**config.mk**
```make
export PLATFORM = sky130hd
export DESIGN_NAME = adau_scan
export DESIGN_NICKNAME = d
export VERILOG_FILES = /design/src/rtl/adau_scan.sv
export SDC_FILE = /design/constraint.sdc
export NUM_CORES = 1
export LEC_CHECK = 0
export CAP_MARGIN = 0
export CORE_MARGIN = 2
export CORE_UTILIZATION = 32
export DETAILED_ROUTE_END_ITERATION = 6
export PLACE_DENSITY_LB_ADDON = 0.2
export RECOVER_POWER = 100
export SYNTH_ARGS = -nofsm -noshare
export SYNTH_HDL_FRONTEND = slang
export SYNTH_SLANG_ARGS = --single-unit
```
**constraint.sdc**
```tcl
create_clock -name clk_5Mhz -period 3.2 [get_ports clk_5Mhz]
set_clock_uncertainty 0.1 [all_clocks]
set_input_delay 0.96 -clock clk_5Mhz [delete_from_list [all_inputs] [get_ports clk_5Mhz]]
set_output_delay 0.96 -clock clk_5Mhz [all_outputs]
set_load 0.03 [all_outputs]
```
**src/rtl/adau_scan.sv**
```systemverilog
// adau_scan: sequencer for one frame per `sec`. Each frame is a sync word followed by one sample per
// channel, taken from a table-driven analog mux through a serial ADC. Build option: ADAU_OVERSAMPLE_EN.
`timescale 1ns/1ps

module adau_scan #(
    parameter int          N_CH        = 64,
    parameter int          DATA_W      = 16,
    parameter int          SETTLE_CLKS = 170,
    parameter int          CONV_CLKS   = 8,
    parameter int          PARK_CLKS   = 72,
    parameter logic [15:0] SYNC_WORD   = 16'hFF7F,
    parameter logic [3:0]  PARK_ENA    = 4'h1,
    parameter logic [3:0]  PARK_ADDR   = 4'hF,
    parameter int          OSR_LOG2    = 2
) (
    input  logic              clk_5Mhz,
    input  logic              reset,
    input  logic              sec,
    output logic [7:0]        tbl_addr,
    input  logic [7:0]        tbl_data,
    output logic [3:0]        ENA,
    output logic [3:0]        ADDR,
    output logic              CNV,
    output logic              SCK,
    input  logic              SDO,
    output logic              out_valid,
    input  logic              out_ready,
    output logic [DATA_W-1:0] out_data,
    output logic              out_sync,
    output logic [7:0]        out_chan,
    output logic              frame_done,
    output logic              overrun
);

`ifdef ADAU_OVERSAMPLE_EN
    localparam int OSR = OSR_LOG2;
`else
    // Single pass per channel: the oversampling ratio collapses to 1.
    localparam int OSR = 0 * OSR_LOG2;
`endif
    localparam int SHIFT_CLKS = 2 * DATA_W;
    localparam int MAX_A      = (SETTLE_CLKS > CONV_CLKS) ? SETTLE_CLKS : CONV_CLKS;
    localparam int MAX_B      = (SHIFT_CLKS > PARK_CLKS) ? SHIFT_CLKS : PARK_CLKS;
    localparam int CNT_MAX    = (MAX_A > MAX_B) ? MAX_A : MAX_B;
    localparam int CNT_W      = $clog2(CNT_MAX + 1);
    localparam int PASS_W     = (OSR > 0) ? OSR : 1;

    localparam logic [CNT_W-1:0]  SETTLE_END = CNT_W'(SETTLE_CLKS - 1);
    localparam logic [CNT_W-1:0]  CONV_END   = CNT_W'(CONV_CLKS - 1);
    localparam logic [CNT_W-1:0]  SHIFT_END  = CNT_W'(SHIFT_CLKS - 1);
    localparam logic [CNT_W-1:0]  PARK_END   = CNT_W'(PARK_CLKS - 1);
    localparam logic [PASS_W-1:0] LAST_PASS  = PASS_W'((1 << OSR) - 1);
    localparam logic [7:0]        LAST_IDX   = 8'(N_CH - 1);
    localparam logic [DATA_W-1:0] SYNC_W     = DATA_W'(SYNC_WORD);

    typedef enum logic [3:0] {
        ST_IDLE,
        ST_SYNC,
        ST_TBL_ADDR,
        ST_TBL_LATCH,
        ST_SETTLE,
        ST_CONV,
        ST_SHIFT,
        ST_GAP,
        ST_EMIT,
        ST_PARK
    } state_t;

    state_t              state_q, state_d;
    logic [CNT_W-1:0]    cnt_q, cnt_d;
    logic [PASS_W-1:0]   pass_q, pass_d;
    logic [7:0]          idx_q, idx_d;
    logic [DATA_W-1:0]   shift_q, shift_d;
    logic [DATA_W-1:0]   data_q, data_d;
    logic [7:0]          chan_q, chan_d;
    logic [3:0]          ena_q, ena_d;
    logic [3:0]          addr_q, addr_d;
    logic                overrun_q, overrun_d;
    logic [DATA_W-1:0]   sample_out;

`ifdef ADAU_OVERSAMPLE_EN
    localparam int ACC_W = DATA_W + OSR;
    logic [ACC_W-1:0] acc_q, acc_d;
    logic [ACC_W-1:0] acc_sum;

    assign acc_sum    = acc_q + ACC_W'(shift_q);
    assign sample_out = acc_sum[ACC_W-1:OSR];
`else
    assign sample_out = shift_q;
`endif

    always_comb begin
        state_d    = state_q;
        cnt_d      = cnt_q;
        pass_d     = pass_q;
        idx_d      = idx_q;
        shift_d    = shift_q;
        data_d     = data_q;
        chan_d     = chan_q;
        ena_d      = ena_q;
        addr_d     = addr_q;
        overrun_d  = 1'b0;
        frame_done = 1'b0;
`ifdef ADAU_OVERSAMPLE_EN
        acc_d      = acc_q;
`endif

        case (state_q)
            ST_IDLE: begin
                if (sec) begin
                    state_d = ST_SYNC;
                    idx_d   = 8'd0;
                    data_d  = SYNC_W;
                    chan_d  = 8'd0;
                end
            end
            ST_SYNC: begin
                if (out_ready) state_d = ST_TBL_ADDR;
            end
            ST_TBL_ADDR: begin
                state_d = ST_TBL_LATCH;
            end
            ST_TBL_LATCH: begin
                ena_d   = tbl_data[3:0];
                addr_d  = tbl_data[7:4];
                cnt_d   = '0;
                pass_d  = '0;
`ifdef ADAU_OVERSAMPLE_EN
                acc_d   = '0;
`endif
                state_d = ST_SETTLE;
            end
            ST_SETTLE: begin
                cnt_d = cnt_q + CNT_W'(1);
                if (cnt_q == SETTLE_END) begin
                    cnt_d   = '0;
                    state_d = ST_CONV;
                end
            end
            ST_CONV: begin
                cnt_d = cnt_q + CNT_W'(1);
                if (cnt_q == CONV_END) begin
                    cnt_d   = '0;
                    state_d = ST_SHIFT;
                end
            end
            ST_SHIFT: begin
                // Even counts are SCK-high; the bit is taken on the edge that ends them.
                if (!cnt_q[0]) shift_d = {shift_q[DATA_W-2:0], SDO};
                cnt_d = cnt_q + CNT_W'(1);
                if (cnt_q == SHIFT_END) begin
                    cnt_d = '0;
                    if (pass_q == LAST_PASS) begin
                        ena_d   = PARK_ENA;
                        addr_d  = PARK_ADDR;
                        data_d  = sample_out;
                        chan_d  = idx_q;
                        state_d = ST_EMIT;
                    end else begin
                        pass_d  = pass_q + PASS_W'(1);
`ifdef ADAU_OVERSAMPLE_EN
                        acc_d   = acc_sum;
`endif
                        state_d = ST_GAP;
                    end
                end
            end
            ST_GAP: begin
                state_d = ST_CONV;
            end
            ST_EMIT: begin
                if (out_ready) begin
                    cnt_d   = '0;
                    state_d = ST_PARK;
                end
            end
            ST_PARK: begin
                cnt_d = cnt_q + CNT_W'(1);
                if (cnt_q == PARK_END) begin
                    cnt_d = '0;
                    if (idx_q == LAST_IDX) begin
                        frame_done = 1'b1;
                        state_d    = ST_IDLE;
                    end else begin
                        idx_d   = idx_q + 8'd1;
                        state_d = ST_TBL_ADDR;
                    end
                end
            end
            default: state_d = ST_IDLE;
        endcase

        // A strobe mid-frame abandons the frame and restarts it with a fresh sync word.
        if (sec && state_q != ST_IDLE) begin
            state_d   = ST_SYNC;
            idx_d     = 8'd0;
            cnt_d     = '0;
            pass_d    = '0;
            ena_d     = PARK_ENA;
            addr_d    = PARK_ADDR;
            data_d    = SYNC_W;
            chan_d    = 8'd0;
            overrun_d = 1'b1;
        end
    end

    always_ff @(posedge clk_5Mhz or posedge reset) begin
        if (reset) begin
            state_q   <= ST_IDLE;
            cnt_q     <= '0;
            pass_q    <= '0;
            idx_q     <= 8'd0;
            shift_q   <= '0;
            data_q    <= '0;
            chan_q    <= 8'd0;
            ena_q     <= PARK_ENA;
            addr_q    <= PARK_ADDR;
            overrun_q <= 1'b0;
`ifdef ADAU_OVERSAMPLE_EN
            acc_q     <= '0;
`endif
        end else begin
            state_q   <= state_d;
            cnt_q     <= cnt_d;
            pass_q    <= pass_d;
            idx_q     <= idx_d;
            shift_q   <= shift_d;
            data_q    <= data_d;
            chan_q    <= chan_d;
            ena_q     <= ena_d;
            addr_q    <= addr_d;
            overrun_q <= overrun_d;
`ifdef ADAU_OVERSAMPLE_EN
            acc_q     <= acc_d;
`endif
        end
    end

    assign tbl_addr  = idx_q;
    assign ENA       = ena_q;
    assign ADDR      = addr_q;
    assign CNV       = (state_q == ST_CONV);
    assign SCK       = (state_q == ST_SHIFT) && !cnt_q[0];
    assign out_valid = (state_q == ST_SYNC) || (state_q == ST_EMIT);
    assign out_sync  = (state_q == ST_SYNC);
    assign out_data  = data_q;
    assign out_chan  = chan_q;
    assign overrun   = overrun_q;

endmodule

```
# Word level (Yosys, flattened, before mapping)
# Cells that the tools add are included.
# op_classes
n_addsub	3
n_eq_ne	23
n_mux	48
bitwise	1
reduce_logical	17
# ops
operator	count
$mux 8	13
$mux 16	4
$mux 4	15
$pmux 8 s6	1
$pmux 4 s10	1
$pmux 16 s2	1
$pmux 8 s2	2
$ne 3x3->1 const B	7
$add 8x1->8 const B	2
$eq 4x3->1 const B	4
$pmux 4 s2	2
$reduce_bool 3->1	3
$eq 4x2->1 const B	2
$eq 4x4->1 const B	2
$eq 8x3->1 const B	1
$eq 8x5->1 const B	1
$eq 8x6->1 const B	1
$eq 8x7->1 const B	1
$eq 8x8->1 const B	1
$reduce_and 4->1	2
$mux 1	7
$reduce_and 7->1	1
$reduce_bool 7->1	1
$reduce_and 2->1	3
other kinds (13)	14
# word_totals
regBits	70
inputBits	13
out_inout_bits	46
elab_cells	102

# Logic depth before layout (Yosys ltp)
# depth
ltp_word	5
depth_mapped	9
ltp_nobuf	7

# Worst setup path before layout
# OpenSTA, ideal clock, no wires.
# synth_timing
kind	register to output
startpoint	reg idx_q[0], in the netlist tbl_addr[0]
endpoint	out frame_done
arrival_ns	2.210
t_required_ns	2.140
path_slack_ns	-0.070
path_stages_with_launch	5
path_buffers	0
cell_sequence	dfrtp_1 -> ha_1 -> nand3_1 -> or2_2 -> nor4_1
# synth_via
elab_chain_len	4
# synth_rtl
element	line_no	text
start: declaration	72	logic [7:0] idx_q, idx_d;
start signal: assignment	226	idx_q <= idx_d;
$eq 8x6->1	181	if (idx_q == LAST_IDX) begin
$mux 1	181	
$mux 1	179	if (cnt_q == PARK_END) begin
$mux 1	108	case (state_q)
end: declaration	31	output logic frame_done,
# No other way between the ends.

# Final worst setup path
# layout_timing
startpoint	reg state_q[1]
endpoint	out CNV
# layout_via
elab_chain_len	1
# layout_rtl
element	line_no	text
start: declaration	69	state_t state_q, state_d;
start signal: assignment	223	state_q <= state_d;
$eq 4x3->1	242	assign CNV = (state_q == ST_CONV);
end: declaration	23	output logic CNV,
# No other way between the ends.

==> run metrics <==
largest net degree at the start of global routing 34; Post-synth EDFFs 0; RSZ-0062 raised after global routing false; die height 107 um; fill cell count 1008; Hold Violations, Final 0; cts-stage hold buffer count 0; synthesis-to-finish area growth 29.5%; vias per std cell 5.22; CP Data Required Time 2.14 ns; num rows 37; worst min path class flop to flop; Cells after DPL 502; Avg Cell Area, Syn 11.1 um2; DR iter-0 viols 183; FFs w/ async S/R, synth 100%; Final ANT Viol Nets 0; Final period util 95.8%; GRT Total Usage 15.2%; Max Buffers Root-to-Sink 2; die width 107 um; list of most frequent post-synthesis cells dfrtp_1, nand2_1, nor2_1; number of CTS-inserted buffers 9; fin nets 393; Net Count, Synth 319; final core occ 42.4%; Ys Warns 0; maxcap violations 0; fin cells 518; Synth Cell Area 0.00337 mm2; H-tree levels 3; Reg area 0.00173 mm2; first drt pass iteration count 4; kind of critical path flop to output port; Tmin final 3.07 ns; CTS tree built; Yosys top cell area share 47.5%; layout cells sized above 1 20.2%; Final Worst Setup Slack 0.133 ns; ranking of synthesized cells by area dfrtp_1, mux2_2, o22a_1; Worst Path Arrival 2.01 ns; vias in the first global route 2671; crit path capture type output port; Detailed Place HPWL 5.84 mm; area of the multi-input gates 0.00152 mm2; core area 0.0103 mm2; Synth area leader dfrtp_1; DRC 0; dominant cell by count in the synthesized netlist dfrtp_1; Slew headroom 43.6%; Worst Tran Pin Value 0.847 ns; total negative slack 0 ns; pre-CTS WS 0.152 ns; Pwr Density 671 mW/mm2; sequential area share after synthesis 51.4%; wire length after detailed routing 8.15 mm; #FFs+latches synth 69; insertion delay to the later sink of the worst-skew pair 0.34 ns; clock tree sinks 69; Cells after Synth 303; clk slew on worst S/H paths 0.08 ns; Static Leakage 1.83 nW; Root Buffer clkbuf_8; DIE AREA 0.0114 mm2; maximum fanout along the worst path 17; Top FF cell, synth dfrtp_1; grt ovf 0; worst vdd ir 0.273 mV; initial antenna violation count 0; first-pass GRT wire length 13.7 mm; Ant. Diodes 0; final setup violation count 0; final slew viol count 0; status completed; fmax 326 MHz; via count 2703; post-DR wirelength/cell 15.7 um; Netlist cell types 60; port bufs 58; starting density of the core 32.8%; crit start category flop; GPL Wtd Cong 0.818; Top Ports 59
## repair_timing
action / 4_1_cts / 5_1_grt
setup endpoints to repair: 1 / 1
setup buffers: 0 / 0
gates cloned: 0 / 0
resized for setup: 1 / 3
endpoints found under the hold margin: 0 / 0
## layout make-up
class,instances,area share (%)
repair buffers,82,16.7
clock inverters,6,1.61
inverters,5,0.430
clock buffers,10,2.93
multi-input cells,210,34.7
flip-flops and latches,69,39.7
well taps,136,3.90
## cell families (layout without fill, tap and decap cells)
family,Yosys count,in the layout,synth area share (%)
AND/OR/NAND/NOR,100,100,16.5
AO/OA/AOI/OAI,86,86,20.3
flip-flops,69,69,51.4
buffers and inverters,24,103,3.75
multiplexers,18,18,5.98
adder cells (fa/ha/maj),5,5,1.71
XOR/XNOR,1,1,0.260
## final timing paths
kind	start	to	slack, ns	depth (start not counted)
worst max-delay path	state_q[1]$_DFFE_PP0P_	CNV	0.13	3
worst min register to register	out_data[4]$_DFFE_PP0P_	out_data[4]$_DFFE_PP0P_	0.39	1
worst min-delay path	out_data[4]$_DFFE_PP0P_	out_data[4]$_DFFE_PP0P_	0.39	1
min in group asynchronous	reset	sample_out[3]$_DFFE_PP0P_	1.11	2
max in group asynchronous	reset	ENA[1]$_DFFE_PP0P_	0.58	3
worst max register to register	state_q[2]$_DFFE_PP0P_	sample_out[7]$_DFFE_PP0P_	0.51	6
## state kept, by name, summed over array words and instances, names as in the netlist
name	count
overrun	1
sample_out	16
state_q	4
ADDR	4
out_data	16
out_chan	8
tbl_addr	8
ENA	4
cnt_q	8
## metal layers
metal | track usage (%) | wire length (um) | vias up
li1 | - | - | 1293
met1 | 21.2 | 3860 | 1330
met2 | 23.0 | 3750 | 68
met3 | 3.34 | 419 | 12
met4 | 5.94 | 119 | 0
met5 | 0 | 0 | -
## worst max-delay path: stages (launching register included)
cell and delay, ns:
dfrtp_1 0.39, buf_4 0.20, and4bb_2 0.38, clkdlybuf4s50_1 0.70
## where the power goes
part	internal, mW	switching, mW	leakage (nW)
Combinational	0.460	0.682	0.870
Clock	0.367	0.354	0.101
Sequential	0.998	0.0631	0.858
## through the flow
stage          cell area, um2  power [mW]  hold slack (ns)
3_3_place_gp             4210        2.27            0.372
5_1_grt                  4360        3.11            0.417
6_report                 4360        2.93            0.388
3_5_place_dp             4210        2.28            0.382
2_1_floorplan            3370        1.86            0.378
4_1_cts                  4400        3.02            0.400
## cell usage in the layout (no fill, tap or decap), types with 3 or more instances in the layout
cell type / synthesis / layout
o22a_1: 16 / 16
a22o_1: 10 / 10
and2_1: 4 / 4
clkbuf_2: 0 / 4
buf_4: 1 / 17
nand4_1: 5 / 5
nor3_1: 4 / 4
clkbuf_1: 9 / 6
nor4_1: 8 / 7
o21ba_2: 5 / 5
and4bb_2: 3 / 3
nor2b_1: 4 / 4
dlygate4sd3_1: 0 / 45
ha_1: 3 / 3
dfrtp_1: 64 / 64
nand2b_1: 3 / 3
dfstp_2: 5 / 5
nor2_1: 20 / 20
inv_1: 4 / 4
and3_1: 3 / 3
a21oi_1: 5 / 5
clkdlybuf4s50_1: 0 / 11
mux2_2: 17 / 17
a31oi_1: 3 / 3
o31ai_1: 8 / 8
nand3_1: 8 / 8
a21o_1: 3 / 3
o21ai_0: 17 / 17
nand2_1: 24 / 24
clkbuf_8: 0 / 9
Power figures use the tool's default switching activity.
